--- config.mk ---
export PLATFORM = sky130hd
export DESIGN_NAME = cmp_wide_sequencer
export DESIGN_NICKNAME = d
export VERILOG_FILES = /design/src/rtl/cmp_wide_sequencer.sv
export SDC_FILE = /design/constraint.sdc
export NUM_CORES = 1
export LEC_CHECK = 0
export CAP_MARGIN = 10
export CORE_ASPECT_RATIO = 0.75
export CORE_UTILIZATION = 50
export CTS_BUF_LIST = sky130_fd_sc_hd__clkbuf_4 sky130_fd_sc_hd__clkbuf_8
export DETAILED_ROUTE_END_ITERATION = 7
export DONT_BUFFER_PORTS = 1
export PLACE_DENSITY = 0.71
export SLEW_MARGIN = 10
export SYNTH_ARGS = -nofsm -noshare
export SYNTH_HDL_FRONTEND = slang
export SYNTH_SLANG_ARGS = --single-unit
--- constraint.sdc ---
create_clock -name clk -period 7.35 [get_ports clk]
set_input_delay 1.47 -clock clk [delete_from_list [all_inputs] [get_ports clk]]
set_output_delay 1.47 -clock clk [all_outputs]
set_load 0.01 [all_outputs]
--- src/rtl/cmp_wide_sequencer.sv ---
// Serial wide-operand magnitude compare: walks the bytes MSB-first through one shared
// 8-bit comparator and stops at the first unequal byte pair.
module cmp_wide_sequencer #(
    parameter int unsigned NBYTES     = 4,
    parameter int unsigned SETTLE_CYC = 2,
    parameter int unsigned IDX_W      = 2
) (
    input  logic                  clk,
    input  logic                  rst_n,
    input  logic                  start,
    input  logic [8*NBYTES-1:0]   op_a,
    input  logic [8*NBYTES-1:0]   op_b,
    output logic                  busy,
    output logic                  done,
    output logic                  res_gt,
    output logic                  res_eq,
    output logic                  res_lt,
    output logic                  err,
    output logic [7:0]            cmp_a,
    output logic [7:0]            cmp_b,
    input  logic                  cmp_gt,
    input  logic                  cmp_eq,
    input  logic                  cmp_lt
);

    localparam int unsigned OP_W  = 8 * NBYTES;
    localparam int unsigned CNT_W = (SETTLE_CYC > 1) ? $clog2(SETTLE_CYC) : 1;

    typedef enum logic {IDLE, WAIT} state_e;

    state_e            state_q, state_d;
    logic [OP_W-1:0]   sh_a_q, sh_a_d, sh_b_q, sh_b_d;
    logic [IDX_W-1:0]  idx_q, idx_d, idx_dec;
    logic [CNT_W-1:0]  cnt_q, cnt_d;
    logic              busy_q, busy_d, done_q, done_d;
    logic              res_gt_q, res_gt_d, res_eq_q, res_eq_d, res_lt_q, res_lt_d;
    logic              err_q, err_d;
    logic [7:0]        cmp_a_q, cmp_a_d, cmp_b_q, cmp_b_d;
    logic [2:0]        flags;
    logic              fin;

    // Next-state and output logic
    always_comb begin
        state_d  = state_q;
        sh_a_d   = sh_a_q;
        sh_b_d   = sh_b_q;
        idx_d    = idx_q;
        cnt_d    = cnt_q;
        busy_d   = busy_q;
        done_d   = 1'b0;
        res_gt_d = res_gt_q;
        res_eq_d = res_eq_q;
        res_lt_d = res_lt_q;
        err_d    = err_q;
        cmp_a_d  = cmp_a_q;
        cmp_b_d  = cmp_b_q;
        fin      = 1'b0;
        flags    = {cmp_gt, cmp_eq, cmp_lt};
        idx_dec  = idx_q - IDX_W'(1);

        case (state_q)
            IDLE: begin
                if (start) begin
                    sh_a_d  = op_a;
                    sh_b_d  = op_b;
                    idx_d   = IDX_W'(NBYTES - 1);
                    cmp_a_d = op_a[OP_W-1 -: 8];
                    cmp_b_d = op_b[OP_W-1 -: 8];
                    cnt_d   = CNT_W'(SETTLE_CYC - 1);
                    busy_d  = 1'b1;
                    state_d = WAIT;
                end
            end
            WAIT: begin
                if (cnt_q != '0) begin
                    cnt_d = cnt_q - CNT_W'(1);
                end else begin
                    case (flags)
                        3'b010: begin
                            if (idx_q != '0) begin
                                idx_d   = idx_dec;
                                cmp_a_d = 8'(sh_a_q >> {idx_dec, 3'b000});
                                cmp_b_d = 8'(sh_b_q >> {idx_dec, 3'b000});
                                cnt_d   = CNT_W'(SETTLE_CYC - 1);
                            end else begin
                                {res_gt_d, res_eq_d, res_lt_d, err_d} = 4'b0100;
                                fin = 1'b1;
                            end
                        end
                        3'b100: begin
                            {res_gt_d, res_eq_d, res_lt_d, err_d} = 4'b1000;
                            fin = 1'b1;
                        end
                        3'b001: begin
                            {res_gt_d, res_eq_d, res_lt_d, err_d} = 4'b0010;
                            fin = 1'b1;
                        end
                        default: begin
                            // Flags not one-hot: the comparator cannot be trusted
                            {res_gt_d, res_eq_d, res_lt_d, err_d} = 4'b0001;
                            fin = 1'b1;
                        end
                    endcase
                end
                if (fin) begin
                    busy_d  = 1'b0;
                    done_d  = 1'b1;
                    state_d = IDLE;
                end
            end
            default: state_d = IDLE;
        endcase
    end

    always_ff @(posedge clk or negedge rst_n) begin
        if (!rst_n) begin
            state_q  <= IDLE;
            sh_a_q   <= '0;
            sh_b_q   <= '0;
            idx_q    <= '0;
            cnt_q    <= '0;
            busy_q   <= 1'b0;
            done_q   <= 1'b0;
            res_gt_q <= 1'b0;
            res_eq_q <= 1'b0;
            res_lt_q <= 1'b0;
            err_q    <= 1'b0;
            cmp_a_q  <= '0;
            cmp_b_q  <= '0;
        end else begin
            state_q  <= state_d;
            sh_a_q   <= sh_a_d;
            sh_b_q   <= sh_b_d;
            idx_q    <= idx_d;
            cnt_q    <= cnt_d;
            busy_q   <= busy_d;
            done_q   <= done_d;
            res_gt_q <= res_gt_d;
            res_eq_q <= res_eq_d;
            res_lt_q <= res_lt_d;
            err_q    <= err_d;
            cmp_a_q  <= cmp_a_d;
            cmp_b_q  <= cmp_b_d;
        end
    end

    assign busy   = busy_q;
    assign done   = done_q;
    assign res_gt = res_gt_q;
    assign res_eq = res_eq_q;
    assign res_lt = res_lt_q;
    assign err    = err_q;
    assign cmp_a  = cmp_a_q;
    assign cmp_b  = cmp_b_q;

endmodule
==> summary.txt <==
Status
  – Status: finished clean

Route
  – Routed wire length: 8200 um
  – Wirelength per Cell: 21.7 um
  – Via density per instance: 6.08
  – Iter 0 DRT Violations: 120
  – DRC viols: 0
  – First-pass DRT Iterations: 4
  – Antenna-violating nets left: 0
  – DR vias: 2,298

Floorplanning
  – Initial Util: 0.522
  – Core area: 7990 um^2
  – Die Wd: 107 um
  – Die Height: 81.1 um
  – Die area: 8710 um^2
  – FP Rows: 28
  – IO Pins: 92

Place
  – Number of port buffers: 0
  – Dpl hpwl: 5370 um
  – Area after DPL: 4210 um^2
  – Post-place setup slack: 4050 ps
  – Routability congestion estimate: 0.707

Final layout
  – Final nets: 340
  – Post-layout util: 0.554
  – Diode count: 0
  – Final instance area: 4430 um^2
  – Area Growth Syn to Fin: 6.18%
  – Layout cell share with drive strength beyond 1: 0.480

Global routing
  – Initial antenna violation count: 0
  – First-pass GRT wire length: 13,100 um
  – GRT overflow: 0
  – Largest net degree at the start of global routing: 91
  – Number of global-route vias before repair: 2,453
  – Total track usage: 0.207

STA
  – Setup TNS: 0 ps
  – Final Hold Vio Count: 0
  – Worst-margin pin slew: 863 ps
  – Worst rel slew slack: 0.425
  – F_max: 347 MHz
  – Final cycle utilization of the critical path: 0.392
  – RSZ-0062 raised after global routing: no
  – Max Clock Skew: 6.99 ps
  – Slew Viols, Final: 0
  – Worst setup margin: 4470 ps
  – Final setup violation count: 0
  – Min Tclk post-route: 2880 ps

Worst setup path
  – CP required: 7600 ps
  – Crit path max fanout: 37
  – Worst setup EP type: flop
  – Crit path kind: in -> reg
  – CP arrival: 3130 ps
  – Startpoint class of the critical path: input port

Synthesis
  – Largest cells by area after synthesis: dfrtp_1 (54%), mux2_2 (22%), mux4_2 (8.6%), o221a_2 (3.8%), o22a_1 (3.4%)
  – Register area share after synthesis: 0.540
  – Post-synth top area share: 0.540
  – Synth cell types: 29
  – Yosys reg bits: 90
  – Synthesized area: 4170 um^2
  – Syn avg cell area: 15.1 um^2
  – Synthesized Nets: 347
  – Yosys warning count: 0
  – Gate Count Post-Synth: 276
  – Leading area contributor after synthesis: dfrtp_1

Power and ir drop
  – Maximum vdd drop: 0.201 mV
  – Final Total Pwr: 2.02 mW
  – Lkg Pwr: 1.80 nW
  – Power Density: 456 nW/um^2

CTS
  – Worst-path clk slew: 80 ps
  – Maximum clock path buffer count: 2
  – Root Driver: clkbuf_8
  – CTS resizes: 0
  – CTS tree: done
  – Num Clock Sinks: 90
  – Num CTS Buffers: 9
  – H-tree depth: 3
  – Clk Latency, worst-skew pair: 360 ps
  – CTS hold repair buffers: 0
  – Setup Fix Bufs, Post-CTS: 0

Hold path
  – Worst hold path class: reg -> reg

Flow run
  – Maximum capacitance violations: 0
## synthesized netlist by cell type
cell,number
a21o_1,1
a21oi_1,3
buf_2,9
buf_8,1
clkbuf_1,9
clkbuf_8,1
dfrtp_1,90
ha_1,1
inv_1,4
mux2_2,80
mux4_2,16
nand2_1,6
nand2b_1,1
nand3_1,1
nor2_1,7
nor2b_1,2
nor4b_1,1
o211ai_1,1
o21a_1,1
o21a_4,1
o21ai_0,4
o21ai_2,1
o221a_1,1
o221a_2,14
o221a_4,1
o22a_1,16
o41ai_1,1
or4b_1,1
xor2_1,1
## worst max-delay path: stages
cell and delay, ps:
nor2b_4 690, buf_4 540, mux2_2 400
## sequential cells by signal (all words and copies together), names as in the netlist
register / flops
sh_a_q: 32
sh_b_q: 32
cmp_a: 8
cmp_b: 8
idx_q: 2
busy: 1
cnt_q: 1
done: 1
err: 1
res_eq: 1
res_gt: 1
res_lt: 1
state_q: 1
## report_power, final
part,total [mW],switching [mW],internal [mW]
sequential,0.940,0.200,0.740
combinational,0.722,0.260,0.462
clock,0.354,0.170,0.184
## path summary, 6_finish.rpt
path	startpoint	endpoint	slack [ps]	cells past startpoint
min in group asynchronous	rst_n	sh_a_q[20]$_DFFE_PN0P_	800	0
setup reg to reg	idx_q[0]$_DFFE_PN0P_	cmp_a[6]$_DFFE_PN0P_	4640	6
hold / removal	sh_a_q[19]$_DFFE_PN0P_	sh_a_q[19]$_DFFE_PN0P_	510	1
setup / recovery	start	sh_b_q[26]$_DFFE_PN0P_	4470	3
hold reg to reg	sh_a_q[19]$_DFFE_PN0P_	sh_a_q[19]$_DFFE_PN0P_	510	1
max in group asynchronous	rst_n	sh_a_q[16]$_DFFE_PN0P_	6400	0
## stage by stage
stage               hold WS [ps]  std cells
floorplan                    475        276
global placement             485        363
detailed placement           491        363
CTS                          511        378
global route                 516        378
finish                       506        378
## cell families after synthesis
family	count (synthesis)	synth area share
DFF	90	0.540
and+or+nand+nor	19	0.0219
xor gates and xnor gates	1	0.00210
adders and majority gates	1	0.00300
muxes	96	0.303
AOI/OAI and AO/OA	45	0.101
buffers and inverters	24	0.0294
## area by class of cell
| type | instances | area (um^2) |
|---|---|---|
| tap | 105 | 131 |
| fill | 642 | 3560 |
| timing repair buffer | 2 | 15.0 |
| multi-input combinational | 162 | 1800 |
| clock inverter | 3 | 46.3 |
| sequential | 90 | 2250 |
| clock buffer | 12 | 165 |
| inverter | 4 | 15.0 |
## metal layers
metal | GRT usage | up-vias | routed length (um)
li1 | - | 1043 | -
met1 | 0.260 | 1187 | 3680
met2 | 0.330 | 59 | 3930
met3 | 0.0770 | 9 | 484
met4 | 0.0767 | 0 | 109
met5 | 0 | - | 0
## cells in the final DEF, fill, tap and decap left out
master | synthesis | routed
nor4b_1 | 1 | 1
nand2_1 | 6 | 6
o41ai_1 | 1 | 1
o21a_1 | 1 | 1
a21o_1 | 1 | 1
inv_6 | 0 | 1
nor2_1 | 7 | 7
o21ai_0 | 4 | 4
clkinvlp_4 | 0 | 1
nand2b_1 | 1 | 1
o22a_1 | 16 | 16
nor2b_1 | 2 | 1
o221a_2 | 14 | 14
o221a_4 | 1 | 1
o21ai_2 | 1 | 1
buf_4 | 0 | 2
mux4_2 | 16 | 16
xor2_1 | 1 | 1
or4b_1 | 1 | 1
o221a_1 | 1 | 1
inv_1 | 4 | 4
nand3_1 | 1 | 1
ha_1 | 1 | 1
clkbuf_8 | 1 | 12
nor2b_4 | 0 | 1
a21oi_1 | 3 | 3
mux2_2 | 80 | 80
o21a_4 | 1 | 1
o211ai_1 | 1 | 1
bufinv_16 | 0 | 1
dfrtp_1 | 90 | 90
Note: power is estimated with default switching activity, not from simulation.
